File: config.mk
export PLATFORM = sky130hd
export DESIGN_NAME = multicycle_ctrl
export DESIGN_NICKNAME = d
export VERILOG_FILES = /design/src/rtl/mips_ctrl_defs_pkg.sv /design/src/rtl/ctrl_op_decode.sv /design/src/rtl/multicycle_ctrl.sv
export SDC_FILE = /design/constraint.sdc
export NUM_CORES = 1
export LEC_CHECK = 0
export BUFFER_PORTS_ARGS = -buffer_cell sky130_fd_sc_hd__buf_2
export CORE_MARGIN = 4
export CORE_UTILIZATION = 25
export DETAILED_ROUTE_END_ITERATION = 7
export GPL_TIMING_DRIVEN = 0
export PLACE_DENSITY = 0.59
export SETUP_SLACK_MARGIN = 0.1
export SLEW_MARGIN = 20
export SYNTH_ARGS = -nofsm -noshare
export SYNTH_HDL_FRONTEND = slang
export SYNTH_SLANG_ARGS = --single-unit
File: constraint.sdc
create_clock -name clk -period 3.2 [get_ports clk]
set_input_delay 0.16 -clock clk [delete_from_list [all_inputs] [get_ports clk]]
set_output_delay 0.16 -clock clk [all_outputs]
set_load 0.005 [all_outputs]
File: src/rtl/mips_ctrl_defs_pkg.sv
// Shared encodings for the multi-cycle MIPS main control FSM.
// Holds state codes, opcode/funct constants, ALUOp codes, mux-select encodings
// and the instruction-class type produced by ctrl_op_decode.
package mips_ctrl_defs;

    // FSM state encodings (values are visible on the debug state port)
    localparam logic [3:0] S_FETCH  = 4'd0;
    localparam logic [3:0] S_DECODE = 4'd1;
    localparam logic [3:0] S_MEMADR = 4'd2;
    localparam logic [3:0] S_MEMRD  = 4'd3;
    localparam logic [3:0] S_MEMWB  = 4'd4;
    localparam logic [3:0] S_MEMWR  = 4'd5;
    localparam logic [3:0] S_REXEC  = 4'd6;
    localparam logic [3:0] S_RWB    = 4'd7;
    localparam logic [3:0] S_IEXEC  = 4'd8;
    localparam logic [3:0] S_IWB    = 4'd9;
    localparam logic [3:0] S_BRANCH = 4'd10;
    localparam logic [3:0] S_JUMP   = 4'd11;
    localparam logic [3:0] S_JR     = 4'd12;

    // Opcodes
    localparam logic [5:0] OP_RTYPE = 6'b000000;
    localparam logic [5:0] OP_J     = 6'b000010;
    localparam logic [5:0] OP_JAL   = 6'b000011;
    localparam logic [5:0] OP_BEQ   = 6'b000100;
    localparam logic [5:0] OP_ADDI  = 6'b001000;
    localparam logic [5:0] OP_ADDIU = 6'b001001;
    localparam logic [5:0] OP_SLTI  = 6'b001010;
    localparam logic [5:0] OP_SLTIU = 6'b001011;
    localparam logic [5:0] OP_ANDI  = 6'b001100;
    localparam logic [5:0] OP_LUI   = 6'b001111;
    localparam logic [5:0] OP_LW    = 6'b100011;
    localparam logic [5:0] OP_SW    = 6'b101011;

    // Funct codes that change control flow or ALU operand A
    localparam logic [5:0] F_SLL  = 6'b000000;
    localparam logic [5:0] F_SRL  = 6'b000010;
    localparam logic [5:0] F_SRA  = 6'b000011;
    localparam logic [5:0] F_JR   = 6'b001000;
    localparam logic [5:0] F_JALR = 6'b001001;

    // ALUOp: [3]=unsigned, [2:0]=operation
    localparam logic [3:0] ALU_ADD   = 4'b0000;
    localparam logic [3:0] ALU_SUB   = 4'b0001;
    localparam logic [3:0] ALU_FUNCT = 4'b0010;
    localparam logic [3:0] ALU_AND   = 4'b0100;
    localparam logic [3:0] ALU_SLT   = 4'b0101;
    localparam logic [3:0] ALU_ADDU  = 4'b1000;
    localparam logic [3:0] ALU_SLTU  = 4'b1101;

    // Mux select encodings
    localparam logic [1:0] RD_RT = 2'b00, RD_RD = 2'b01, RD_RA = 2'b10;
    localparam logic [1:0] M2R_ALUOUT = 2'b00, M2R_MDR = 2'b01, M2R_PC = 2'b10;
    localparam logic [1:0] SA_PC = 2'b00, SA_RS = 2'b01, SA_SHAMT = 2'b10, SA_ZERO = 2'b11;
    localparam logic [1:0] SB_RT = 2'b00, SB_FOUR = 2'b01, SB_IMM = 2'b10, SB_IMM_SL2 = 2'b11;
    localparam logic [1:0] PCS_ALU = 2'b00, PCS_ALUOUT = 2'b01, PCS_JUMP = 2'b10, PCS_RS = 2'b11;

    // Instruction class used to pick the post-DECODE state
    typedef enum logic [2:0] {
        CLS_MEM,
        CLS_JR,
        CLS_R,
        CLS_I,
        CLS_BR,
        CLS_J,
        CLS_ILL
    } iclass_e;

endpackage

File: src/rtl/ctrl_op_decode.sv
// Purpose : combinational OpCode/Funct decode into instruction class and IEXEC ALU controls.
// Latency : 0 cycles (pure combinational).
// Backpressure: none; outputs follow the IR fields directly.
// Ports: OpCode/Funct in; iclass, shift_op (R-type uses shamt), link (jal/jalr),
//        iexec_aluop/iexec_extop/iexec_luiop out.
module ctrl_op_decode
    import mips_ctrl_defs::*;
(
    input  logic [5:0] OpCode,
    input  logic [5:0] Funct,
    output iclass_e    iclass,
    output logic       shift_op,
    output logic       link,
    output logic [3:0] iexec_aluop,
    output logic       iexec_extop,
    output logic       iexec_luiop
);

    always_comb begin
        iclass      = CLS_ILL;
        link        = 1'b0;
        iexec_aluop = ALU_ADD;
        iexec_extop = 1'b1;
        iexec_luiop = 1'b0;

        case (OpCode)
            OP_LW, OP_SW: iclass = CLS_MEM;
            OP_RTYPE: begin
                if (Funct == F_JR || Funct == F_JALR) begin
                    iclass = CLS_JR;
                    link   = (Funct == F_JALR);
                end else begin
                    iclass = CLS_R;
                end
            end
            OP_ADDI, OP_ADDIU, OP_ANDI, OP_SLTI, OP_SLTIU, OP_LUI: iclass = CLS_I;
            OP_BEQ: iclass = CLS_BR;
            OP_J:   iclass = CLS_J;
            OP_JAL: begin
                iclass = CLS_J;
                link   = 1'b1;
            end
            default: iclass = CLS_ILL;
        endcase

        // Constant shifts take operand A from the shamt field
        shift_op = (Funct == F_SLL) || (Funct == F_SRL) || (Funct == F_SRA);

        case (OpCode)
            OP_ADDIU: iexec_aluop = ALU_ADDU;
            OP_ANDI: begin
                iexec_aluop = ALU_AND;
                iexec_extop = 1'b0;   // logical immediates are zero-extended
            end
            OP_SLTI:  iexec_aluop = ALU_SLT;
            OP_SLTIU: iexec_aluop = ALU_SLTU;
            OP_LUI: begin
                iexec_luiop = 1'b1;
                iexec_extop = 1'b0;
            end
            default: iexec_aluop = ALU_ADD;
        endcase
    end

endmodule

File: src/rtl/multicycle_ctrl.sv
// Purpose : Moore main control FSM for the multi-cycle MIPS datapath (fetch..writeback).
// Latency : lw 5 cycles; R/I/sw 4; beq/j/jal/jr/jalr 3 (plus memory wait cycles).
// Backpressure: with MEM_WAIT_EN, FETCH/MEMRD/MEMWR hold until mem_ready=1; otherwise none.
// Optional feature macro: MEM_WAIT_EN (adds mem_ready input).
// Ports: clk, reset (sync, active-high), OpCode/Funct from IR; datapath controls out;
//        instr_done/illegal one-cycle pulses; state = current FSM state for debug.
module multicycle_ctrl
    import mips_ctrl_defs::*;
#(
    parameter int STATE_W = 4
) (
    input  logic               clk,
    input  logic               reset,
    input  logic [5:0]         OpCode,
    input  logic [5:0]         Funct,
`ifdef MEM_WAIT_EN
    input  logic               mem_ready,
`endif
    output logic               PCWrite,
    output logic               PCWriteCond,
    output logic               IorD,
    output logic               MemRead,
    output logic               MemWrite,
    output logic               IRWrite,
    output logic               RegWrite,
    output logic [1:0]         RegDst,
    output logic [1:0]         MemtoReg,
    output logic [1:0]         ALUSrcA,
    output logic [1:0]         ALUSrcB,
    output logic [3:0]         ALUOp,
    output logic               ExtOp,
    output logic               LuiOp,
    output logic [1:0]         PCSource,
    output logic               instr_done,
    output logic               illegal,
    output logic [STATE_W-1:0] state
);

    logic [STATE_W-1:0] state_q, state_d;
    iclass_e            iclass;
    logic               shift_op, link;
    logic [3:0]         iexec_aluop;
    logic               iexec_extop, iexec_luiop;
    logic               mem_ok;

`ifdef MEM_WAIT_EN
    assign mem_ok = mem_ready;
`else
    assign mem_ok = 1'b1;
`endif

    ctrl_op_decode u_dec (
        .OpCode      (OpCode),
        .Funct       (Funct),
        .iclass      (iclass),
        .shift_op    (shift_op),
        .link        (link),
        .iexec_aluop (iexec_aluop),
        .iexec_extop (iexec_extop),
        .iexec_luiop (iexec_luiop)
    );

    // State register
    always_ff @(posedge clk) begin
        if (reset) state_q <= S_FETCH;
        else       state_q <= state_d;
    end

    // Next-state logic
    always_comb begin
        state_d = S_FETCH;
        case (state_q)
            S_FETCH:  state_d = mem_ok ? S_DECODE : S_FETCH;
            S_DECODE: begin
                case (iclass)
                    CLS_MEM: state_d = S_MEMADR;
                    CLS_JR:  state_d = S_JR;
                    CLS_R:   state_d = S_REXEC;
                    CLS_I:   state_d = S_IEXEC;
                    CLS_BR:  state_d = S_BRANCH;
                    CLS_J:   state_d = S_JUMP;
                    default: state_d = S_FETCH;
                endcase
            end
            S_MEMADR: state_d = (OpCode == OP_LW) ? S_MEMRD : S_MEMWR;
            S_MEMRD:  state_d = mem_ok ? S_MEMWB : S_MEMRD;
            S_MEMWR:  state_d = mem_ok ? S_FETCH : S_MEMWR;
            S_REXEC:  state_d = S_RWB;
            S_IEXEC:  state_d = S_IWB;
            default:  state_d = S_FETCH;
        endcase
    end

    // Output logic; everything is forced low while reset is held so no
    // partial write escapes in the reset cycle.
    always_comb begin
        PCWrite     = 1'b0;
        PCWriteCond = 1'b0;
        IorD        = 1'b0;
        MemRead     = 1'b0;
        MemWrite    = 1'b0;
        IRWrite     = 1'b0;
        RegWrite    = 1'b0;
        RegDst      = RD_RT;
        MemtoReg    = M2R_ALUOUT;
        ALUSrcA     = SA_PC;
        ALUSrcB     = SB_RT;
        ALUOp       = ALU_ADD;
        ExtOp       = 1'b0;
        LuiOp       = 1'b0;
        PCSource    = PCS_ALU;
        instr_done  = 1'b0;
        illegal     = 1'b0;
        if (!reset) begin
            case (state_q)
                S_FETCH: begin
                    MemRead = 1'b1;
                    IRWrite = mem_ok;
                    PCWrite = mem_ok;
                    ALUSrcB = SB_FOUR;
                end
                S_DECODE: begin
                    ALUSrcB = SB_IMM_SL2;
                    ExtOp   = 1'b1;
                    if (iclass == CLS_ILL) begin
                        illegal    = 1'b1;
                        instr_done = 1'b1;
                    end
                end
                S_MEMADR: begin
                    ALUSrcA = SA_RS;
                    ALUSrcB = SB_IMM;
                    ExtOp   = 1'b1;
                end
                S_MEMRD: begin
                    MemRead = 1'b1;
                    IorD    = 1'b1;
                end
                S_MEMWB: begin
                    RegWrite   = 1'b1;
                    MemtoReg   = M2R_MDR;
                    instr_done = 1'b1;
                end
                S_MEMWR: begin
                    MemWrite   = 1'b1;
                    IorD       = 1'b1;
                    instr_done = mem_ok;
                end
                S_REXEC: begin
                    ALUSrcA = shift_op ? SA_SHAMT : SA_RS;
                    ALUOp   = ALU_FUNCT;
                end
                S_RWB: begin
                    RegWrite   = 1'b1;
                    RegDst     = RD_RD;
                    instr_done = 1'b1;
                end
                S_IEXEC: begin
                    ALUSrcA = iexec_luiop ? SA_ZERO : SA_RS;
                    ALUSrcB = SB_IMM;
                    ALUOp   = iexec_aluop;
                    ExtOp   = iexec_extop;
                    LuiOp   = iexec_luiop;
                end
                S_IWB: begin
                    RegWrite   = 1'b1;
                    instr_done = 1'b1;
                end
                S_BRANCH: begin
                    ALUSrcA     = SA_RS;
                    ALUOp       = ALU_SUB;
                    PCWriteCond = 1'b1;
                    PCSource    = PCS_ALUOUT;
                    instr_done  = 1'b1;
                end
                S_JUMP: begin
                    PCWrite    = 1'b1;
                    PCSource   = PCS_JUMP;
                    instr_done = 1'b1;
                    if (link) begin
                        RegWrite = 1'b1;
                        RegDst   = RD_RA;
                        MemtoReg = M2R_PC;
                    end
                end
                S_JR: begin
                    PCWrite    = 1'b1;
                    PCSource   = PCS_RS;
                    instr_done = 1'b1;
                    if (link) begin
                        RegWrite = 1'b1;
                        RegDst   = RD_RD;
                        MemtoReg = M2R_PC;
                    end
                end
                default: ;
            endcase
        end
    end

    assign state = state_q;

endmodule

==> results summary, run 1 <==
Clock skew on the completed layout was measured at 0.005278 ns. The critical path's slowest cell is or3_1. In this run the remaining antenna-violating nets after routing total 0.

The startpoint identified for the worst register-to-register timing path is state[3]$_SDFF_PP0_. The transition time at the pin with the least slew margin came out at 0.7291 ns. At the end of the flow, the number of nets in the layout was 195. The launching element type of the critical path is a register.

The setup violation total in the final timing report is 0. In this run the worst setup path terminates at ALUOp[3]. Post-CTS timing repair inserted 0 buffers for setup. The area growth from synthesis to layout came out at 31.02%. The peak fanout along the critical path is 10. TritonCTS built the clock tree. The net count after synthesis came out at 151. The worst path in the final design needs a cycle of 2.148 ns, including I/O delays and setup. Once layout is complete, the cells apart from fillers number 227.

The total congestion overflow came out at 0. The count of placed standard cells including taps is 224. The quantity of gates resized following cts came out at 0. Before antenna repair, the detailed router went through 4 iterations. The number of H-tree levels came out at 1. The number of ports placed on the die boundary is 43. The count of final hold-check violations came out at 0. Setup repair after global routing left no endpoint under its margin.

The detailed-routed wire length on met2 came out at 1425 um. The share of final-layout standard cells stronger than drive strength 1 came out at 0.3687. By startpoint and endpoint, the worst setup path is classified as register to primary output. The buffer levels on the longest clock path is 2. The clock transition time at the flip-flop clock pins of the worst setup and hold paths is 0.03 ns. The total number of placement rows is 22.

The total die area came out at 0.004877 sq mm. In this run the worst setup path begins at state[3]$_SDFF_PP0_. The number of buffers and inverters on the critical path came out at 2.

The worst setup path is captured at a primary output. The first-pass GRT wire length is 5099 um. The flip-flop count of the largest register after layout is 4.

For this run, the leading register cell type out of synthesis is dfxtp_1. The delay of the slowest critical-path stage is 0.41 ns. Registers take 80.08 sq um. In this run the power density over the cells is 220.7 mW/mm^2. The kind of cell with the highest combined delay on the critical path is simple AND/OR/NAND/NOR gates. The detailed-route wire length on metal 1 came out at 1461 um. The average cell area after synthesis is 6.977 sq um. The post-synthesis register bit count came out at 4. The number of max-slew violations in the final report came out at 0. The class of the most critical hold timing path is input pin to register. The highest layer touched by signal routing is met3. The placed wire-length estimate after detailed placement is 2439 um. The number of remaining DRC errors is 0. Detailed routing inserted a total of 1163 vias. The chip width came out at 69.84 um. Buffers inserted to repair hold after CTS numbered 0. The post-synthesis instance total is 137. The post-synthesis cell type count is 55. The initial cell density of the core is 0.2592. The required time of the worst setup path came out at 3.04 ns. The number of antenna diodes came out at 0. The yosys synthesis warning count came out at 0. The number of antenna violations at the first check in global routing is 0. The fill cell instance count of the final layout came out at 428.

Max-cap violations in this run came to 0. The area of the core came out at 0.003689 sq mm. The weighted congestion reported at the end of routability-driven placement is 0.8859. The remaining max-slew budget at the tightest pin came out at 0.5094. The routed length per placed instance is 13.59 um. The final core utilization came out at 0.3396.

The met3 wire length came out at 197 um. The fmax came out at 0.4656 GHz. The summed negative setup slack over all endpoints is 0 ns. The static leakage came out at 0.5878 nW. The routed via count divided by cell count is 5.123.

Clock tree synthesis selected as its root buffer the cell clkbuf_8. For this design, the sink count on the clock tree is 4. The reg-to-reg setup timing slack is 1.72 ns.

The synthesized area came out at 955.9 sq um. Counting flops with a built-in enable in the synthesized netlist gives 0. The pin count of the biggest net entering global routing is 11. The finished cells cover 0.001252 sq mm. In the global route stage, overall resource usage came out at 0.1244. The final wirelength is 3085 um. The worst supply voltage drop on vdd is 187.1 uV. Clock tree synthesis inserted a total of 3 buffers.

The violation count after the first detailed-routing iteration came out at 85. The critical path depth in cells is 6. The y dimension of the die came out at 69.84 um. In this run the critical register-to-register path is captured at state[1]$_SDFF_PP0_. The area of the multi-input gates came out at 733.2 sq um. The number of buffer cells added on primary ports came out at 39.

Data on the critical path arrives at its endpoint at 1.99 ns. The via count of the first global-routing pass is 1081. The fraction of synthesis flops using an asynchronous set or reset pin is 0. Clock latency on the worst-skew pair, taken at its later pin, is 0.22 ns. Of the available clock period, the critical path in the final layout requires 0.6712. The signal on the critical path passes through clkbuf_1 > nor2b_4 > nand2b_1 > or3_1 > nor3b_1 > buf_2.

The post-placement cell area came out at 0.001211 sq mm. The flow ran to the end, and the final reports show no timing, DRC or antenna violations. Of the synthesized area, sequential elements account for 0.08377. The cell count of the worst reg-to-reg path is 5.
cell families after synthesis:
kind of cell           count (synthesis)  synth area share
multiplexers                           1           0.01047
AND/OR/NAND/NOR                       69            0.4005
flip-flops                             4           0.08377
AO/OA/AOI/OAI                         41            0.3377
XOR/XNOR                               2           0.01833
buffers and inverters                 20            0.1492
area by class of cell:
cell class              instances  share of cell area
plain buffers                  14             0.09590
clock buffers                   3             0.03297
inverters                       6             0.01798
multi-input cells             113              0.5854
flip-flops and latches          4             0.06394
well taps                      48             0.04795
repair buffers                 39              0.1558
stage by stage:
step / hold WS, ns / total power, mW / setup WS (ns)
after detailed placement: 0.5617 / 0.1692 / 1.194
final: 0.3619 / 0.2764 / 1.052
after global routing: 0.3808 / 0.2989 / 0.8204
after CTS: 0.3584 / 0.2805 / 1.014
after global placement: 0.5628 / 0.1692 / 1.205
after floorplan: 0.3485 / 0.1318 / 1.542
tightest hold or removal path, stage by stage:
cell and delay [ns]:
buf_2 0.14, clkbuf_8 0.18, nor2_1 0.05
cell usage in the layout, fill, tap and decap left out, types with 4 or more instances in the layout:
cell,count
nor3_1,6
inv_1,6
dfxtp_1,4
nor2b_1,4
buf_2,39
nand2_1,9
clkbuf_8,7
clkbuf_1,4
o21ai_0,4
nor2_1,19
a21oi_1,9
nand2b_1,6
synth_stat cells, drive strengths merged (4+ instances only):
library cell,count,share of area
nor2,19,0.075
a21oi,9,0.047
clkbuf,9,0.079
nand2,9,0.035
inv,6,0.024
nand2b,6,0.039
nor3,6,0.031
buf,5,0.047
nor2b,5,0.041
dfxtp,4,0.084
o21ai,4,0.021
where the power goes:
| group | internal (mW) | total (mW) | leakage [nW] | switching [mW] |
|---|---|---|---|---|
| clock network | 0.0803 | 0.108 | 0.0216 | 0.0275 |
| registers | 0.0524 | 0.0539 | 0.0326 | 0.00146 |
| logic | 0.0513 | 0.115 | 0.534 | 0.0635 |
worst min-delay path by stage:
| stage | depth (start not counted) | slack, ns | endpoint | startpoint |
|---|---|---|---|---|
| 2_1_floorplan | 3 | 0.35 | state[2]$_SDFF_PP0_ | reset |
| 3_3_place_gp | 1 | 0.56 | state[1] | state[1]$_SDFF_PP0_ |
| 3_5_place_dp | 1 | 0.56 | state[1] | state[1]$_SDFF_PP0_ |
| 4_1_cts | 4 | 0.36 | state[2]$_SDFF_PP0_ | reset |
| 5_1_grt | 3 | 0.38 | state[0]$_SDFF_PP0_ | reset |
| 6_report | 3 | 0.36 | state[0]$_SDFF_PP0_ | reset |
routing by layer:
layer / global-route usage / vias to the layer above
met3: 0.02899 / 0
met5: 0 / -
met1: 0.1787 / 529
li1: - / 590
met2: 0.1941 / 44
met4: 0.01277 / 0
(Power assumes the default switching activity.)
==> run 2, diff against run 1 <==
PLACE_DENSITY = 0.61   (was 0.59)
clock period = 1.9 ns   (was 3.2 ns; I/O delays follow)
==> run 2 against run 1 <==
Non-clock buffer count is 6 higher; total power is 77% higher; first-iteration DRC count is 4.7% lower; hold slack worse by 0.020 ns; critical path depth stayed put; largest power group unchanged.
==> results summary, run 2 (synthesis gave the netlist of run 1 again) <==
The flow ran to the end, and the final reports show no timing, DRC or antenna violations. The number of ports placed on the die boundary is 43 (unchanged). The final core utilization is 0.3711 (+0.03155). The via count is 1226 (+5.4%). The combined global-route utilization of all metal layers came out at 0.1328 (+0.008316). The chip width came out at 69.84 um (unchanged).

Setup repair after global routing could not meet its margin everywhere. The power per cell area is 358.5 mW/mm^2 (+62%). The minimum period implied by the final worst setup slack came out at 1.781 ns. The weighted congestion reported at the end of routability-driven placement is 0.8849 (-0.11%). The final wirelength is 3293 um (+6.7%). The first-pass GRT wire length is 5464 um (+7.2%).

The transition time at the pin with the least slew margin is 0.7009 ns (-0.02825 ns). The routed via count divided by cell count is 5.262 (+2.7%). The remaining max-slew budget at the tightest pin is 0.5284 (+0.01901). The number of buffers created by CTS came out at 3 (unchanged).

The worst setup path is captured at a primary output. The category of the most critical setup path is register to primary output. The placement-stage worst setup slack was 0.04557 ns (-1.149 ns). The number of max-cap violations is 0 (unchanged). The number of nets in the final layout was 201 (+3.1%).

The total congestion overflow was 0 (unchanged). The flip-flop count of the largest register after layout came to 4 (unchanged). The summed negative setup slack over all endpoints came to 0 ns (unchanged). The worst hold slack after final layout was 0.3422 ns (-0.01966 ns). The number of antenna diodes is 0 (unchanged). Derived from the worst setup path, the maximum achievable clock frequency is 0.5614 GHz.

The pin count of the biggest net entering global routing is 11 (unchanged). The number of nets with antenna violations after detailed routing is 0 (unchanged). The clock network latency to the later pin of the worst-skew pair came out at 0.22 ns (about the same). The share of final-layout standard cells stronger than drive strength 1 is 0.4432 (+0.07453). The clock transition time at the flip-flop clock pins of the worst setup and hold paths is 0.03 ns (about the same). The setup violation total in the final timing report came out at 0 (unchanged). The number of remaining DRC errors is 0 (unchanged). The detailed-router iteration count before antenna repair is 4 (unchanged). The number of buffers and inverters on the critical path came out at 2 (unchanged).

The met1 global-route usage came to 0.1821 (+0.003436). Of the available clock period, the critical path in the final layout requires 0.9375. The required time of the worst setup path came out at 1.80 ns (-1.24 ns). TritonCTS built the clock tree.

The number of H-tree levels was 1 (unchanged). The sink count of the clock tree came out at 4 (unchanged). The area of the multi-input gates was 779.5 sq um (+6.3%). The via count of the first global-routing pass is 1182 (+9.3%). The signal arrival time at the worst endpoint is 1.69 ns (-0.30 ns).

The number of antenna violations at the first check in global routing was 0 (unchanged). The buffer levels on the longest clock path is 2 (unchanged). The violation count after the first detailed-routing iteration came out at 81 (-4.7%).

Traced cell by cell, the critical path runs through buf_6 > nor4_4 > nand2_1 > a221o_1 > o32ai_2 > buf_2. The worst supply voltage drop on vdd is 158.2 uV (-15%). The total number of placement rows came out at 22 (unchanged). The y dimension of the die is 69.84 um (unchanged). The initial cell density of the core is 0.2592 (unchanged). The library cell used most frequently in the layout, excluding fill and tap cells, is buf_2. The total of hold buffers inserted after clock tree synthesis was 0 (unchanged). The maximum clock skew at final layout was 0.003628 ns (-0.001649 ns).

The total die area is 0.004877 sq mm (unchanged). The path class of the tightest hold or removal check is input pin to register. The cell sitting at the root of the clock tree is a clkbuf_8. The number of max-slew violations in the final report is 0 (unchanged). The area of the core came out at 0.003689 sq mm (unchanged). The routed length per placed instance was 14.13 um (+4.0%). The static leakage came out at 0.6413 nW (+9.1%).

The kind of cell with the highest combined delay on the critical path is compound AO/OA/AOI/OAI gates. The fill cell instance count of the final layout is 424 (-0.93%). The storage element area was 82.58 sq um (+3.1%). The delay of the slowest critical-path stage came out at 0.32 ns (-0.09 ns).

The library cells used most frequently in the layout, excluding fill and tap cells, are 39 x buf_2, 19 x nor2_1, 10 x buf_4. The met2 capacity usage during global routing is 0.2130 (+0.01889). The worst setup path is launched from a register.

On the critical path, the stage with the largest delay is an instance of a221o_1. The peak fanout along the critical path was 4 (-6). The count of final hold-check violations is 0 (unchanged). The final worst-path setup slack was 0.1187 ns (-0.9335 ns). The layer flagged by global routing as most heavily used is met2.

The placed wire-length estimate after detailed placement was 2456 um (+0.69%). The area growth from synthesis to layout came out at 43.19%. The number of buffer cells added on primary ports came out at 39 (unchanged). The global-route met3 utilization came out at 0.02899 (unchanged).
-- run 2: cell types whose count changed in the layout (fill, tap and decap cells not counted), moves of 2 or more --
cell      delta
buf_4        +7
buf_8        +2
clkbuf_1     -2
dfxtp_1      -2
dfxtp_2      +2
-- run 2: worst paths after layout --
check,from,to,slack [ns],cells after the start
hold reg to reg,state[0]$_SDFF_PP0_,state[3]$_SDFF_PP0_,0.68,2
setup reg to reg,state[1]$_SDFF_PP0_,state[1]$_SDFF_PP0_,0.20,9
hold / removal,reset,state[0]$_SDFF_PP0_,0.34,3
setup / recovery,state[1]$_SDFF_PP0_,instr_done,0.12,6
-- run 2: area by class of cell --
type	instances	share of cell area
Multi-Input combinational cell	113	0.5695
Sequential cell	4	0.06033
Timing Repair Buffer	46	0.1810
Inverter	6	0.01645
Clock buffer	3	0.03016
Buffer	13	0.09872
Tap cell	48	0.04388
-- run 2: routing by layer --
| layer | routed length (um) | share of wire |
|---|---|---|
| met1 | 1538 | 0.47 |
| met2 | 1518 | 0.46 |
| met3 | 222 | 0.067 |
| met4 | 13 | 0.0039 |
| met5 | 0 | 0 |
-- run 2: worst min-delay path, cell delays in order --
cell and delay, ns:
buf_2 0.15, clkbuf_8 0.18, nor2_1 0.09
-- run 2: timing repair --
action                                  in CTS  in global routing
endpoints found under the setup margin      10                  8
setup buffers                                5                  2
pin swaps                                    3                  4
cloned                                       0                  0
gates resized for setup                      9                  9
-- run 2: through the flow --
step                      std cells  cell area (sq um)  power (mW)
after floorplan                 137              955.9      0.2220
after global placement          224               1211      0.2848
after detailed placement        224               1211      0.2851
after CTS                       231               1329      0.4844
after global routing            233               1369      0.5295
final                           233               1369      0.4907
-- run 2: power by group --
part / internal (mW) / switching, mW / total, mW / leakage [nW]
combinational: 0.105 / 0.117 / 0.222 / 0.586
clock: 0.135 / 0.0420 / 0.177 / 0.0216
sequential: 0.0886 / 0.00306 / 0.0917 / 0.0336
total: 0.329 / 0.162 / 0.491 / 0.641
==> run 3, diff against run 2 <==
PLACE_DENSITY = 0.47   (was 0.61)
==> run 3 against run 2 <==
Cell count fell by 1.3%; die area did not move; critical endpoint is now ALUOp[3]; largest power group unchanged; clock power rose by 3%; highest routed layer unchanged; design area fell by 0.73%.
==> results summary, run 3 (synthesis gave the netlist of run 1 again) <==
The setup violation total in the final timing report is 0 (unchanged). The number of buffer cells added on primary ports came out at 39 (unchanged). The via count is 1236 (+0.82%). The remaining max-slew budget at the tightest pin is 0.6918 (+0.1634).

The chip width came out at 69.84 um (unchanged). The signal arrival time at the worst endpoint came out at 1.68 ns (about the same). The maximum clock skew at final layout is 0.007619 ns (+0.003991 ns). The summed negative setup slack over all endpoints is 0 ns (unchanged). The TritonCTS clock tree is done. The total number of placement rows came out at 22 (unchanged). The initial cell density of the core is 0.2592 (unchanged). Setup repair after global routing could not meet its margin everywhere.

The flow ran to the end, and the final reports show no timing, DRC or antenna violations. The fmax is 0.5622 GHz (+0.14%). The y dimension of the die is 69.84 um (unchanged).

The number of remaining DRC errors is 0 (unchanged). The placement-stage worst setup slack came out at 0.01648 ns (-0.02909 ns). The cell count of the worst reg-to-reg path came out at 5 (-4).

The violation count after the first detailed-routing iteration is 65 (-20%). The min-delay analysis places its worst path in the category input pin to register. The final instance area is 0.001359 sq mm (-0.73%). The detailed-router iteration count before antenna repair came out at 4 (unchanged).

The clock network latency to the later pin of the worst-skew pair came out at 0.22 ns (about the same). The peak fanout along the critical path is 7 (+3). The required time of the worst setup path is 1.80 ns (about the same).

The launching element type of the critical path is a register. The number of max-slew violations in the final report is 0 (unchanged). The critical path starts at state[1]$_SDFF_PP0_. The area of the core came out at 0.003689 sq mm (unchanged). The post-placement cell area came out at 0.001211 sq mm (unchanged). The first-pass GRT wire length came out at 5333 um (-2.4%). The minimum period implied by the final worst setup slack is 1.779 ns (-0.002488 ns).

The most common cell after layout, fill and taps aside is buf_2. The transition time at the pin with the least slew margin came out at 0.4623 ns (-0.2386 ns). The number of ports placed on the die boundary is 43 (unchanged). The worst supply voltage drop on vdd is 229.2 uV (+45%). The reg-to-reg setup timing slack came to 0.54 ns (+0.34 ns). The number of nets in the final layout came to 198 (-1.5%). The final wirelength came out at 3387 um (+2.9%).

The via count of the first global-routing pass is 1145 (-3.1%). The share of final-layout standard cells stronger than drive strength 1 came out at 0.4451 (+0.001812). The number of max-cap violations is 0 (unchanged). The combined global-route utilization of all metal layers is 0.1319 (-0.0008518). The library cells used most frequently in the layout, excluding fill and tap cells, are 38 x buf_2, 19 x nor2_1, 9 x a21oi_1. The pin count of the biggest net entering global routing came out at 11 (unchanged). The count of final hold-check violations is 0 (unchanged). The final worst-path setup slack came out at 0.1212 ns (+0.002488 ns). The total die area came out at 0.004877 sq mm (unchanged). The number of buffers created by CTS was 3 (unchanged). The total congestion overflow came to 0 (unchanged). The power per cell area is 363.3 mW/mm^2 (+1.3%). The static leakage came to 0.6397 nW (-0.26%). The fraction of the cycle the final worst path needs came out at 0.9362 (-0.001309).

The buffer levels on the longest clock path is 2 (unchanged). The sink count of the clock tree came out at 4 (unchanged). The placed wire-length estimate after detailed placement came to 2631 um (+7.1%). The routed via count divided by cell count came out at 5.374 (+2.1%). The launch point of the worst reg-to-reg path is state[2]$_SDFF_PP0_. In this run the most critical hold path is launched from reset.

The worst hold path depth was 4 (+1). The weighted congestion reported at the end of routability-driven placement came to 0.8820 (-0.33%). The worst hold slack after final layout came out at 0.3433 ns (+0.001049 ns). From synthesis to final layout, the design area changed by 42.15%.

The number of H-tree levels is 1 (unchanged). The routed length per placed instance came out at 14.73 um (+4.2%). The number of antenna violations at the first check in global routing came out at 0 (unchanged). The number of nets with antenna violations after detailed routing is 0 (unchanged). The flip-flop count of the largest register after layout came out at 4 (unchanged). The number of antenna diodes is 0 (unchanged). The critical path is of the register to primary output type. The worst setup path is captured at a primary output.

The cell sitting at the root of the clock tree is a clkbuf_8. The clock transition time at the flip-flop clock pins of the worst setup and hold paths came out at 0.04 ns (about the same).
-- run 3: metrics by stage --
step	power (mW)	instances	utilization
floorplan	0.2220	137	-
global placement	0.2881	224	0.3284
detailed placement	0.2876	224	0.3284
CTS	0.4871	227	0.3535
global route	0.5302	230	0.3684
finish	0.4936	230	0.3684
-- run 3: repair_timing --
action	CTS	global route
endpoints found under the setup margin	13	10
pin swaps	3	4
gates cloned	0	0
resized for setup	9	13
setup buffers	1	3
hold buffers	0	0
-- run 3: area by class of cell --
cell class | count | area (sq um)
inverter | 6 | 22.52
clock buffer | 3 | 41.29
fill | 430 | 2330
timing repair buffer | 43 | 237.7
multi-input combinational | 113 | 785.8
sequential | 4 | 81.33
tap | 48 | 60.06
buffer | 13 | 130.1
-- run 3: final timing paths --
path                          to
min reg2reg  state[3]$_SDFF_PP0_
min          state[2]$_SDFF_PP0_
max                     ALUOp[3]
max reg2reg  state[1]$_SDFF_PP0_
-- run 3: power by group --
| part | internal, mW | switching (mW) |
|---|---|---|
| combinational | 0.103 | 0.118 |
| clock | 0.135 | 0.0469 |
| sequential | 0.0884 | 0.00264 |
| total | 0.326 | 0.167 |
-- run 3: worst max-delay path, stage by stage, from the launching register on --
cell	delay, ns
dfxtp_1	0.29
buf_2	0.18
or2_4	0.30
or3_4	0.42
nor3b_2	0.15
buf_2	0.13
-- run 3: per-layer routing --
layer	wire length (um)	track usage	up-vias	share of wire
met5	0	0	-	0
met4	19	0.03191	0	0.0056
met3	203	0.01884	2	0.060
met2	1645	0.2225	40	0.49
met1	1518	0.1754	597	0.45
li1	-	-	597	-
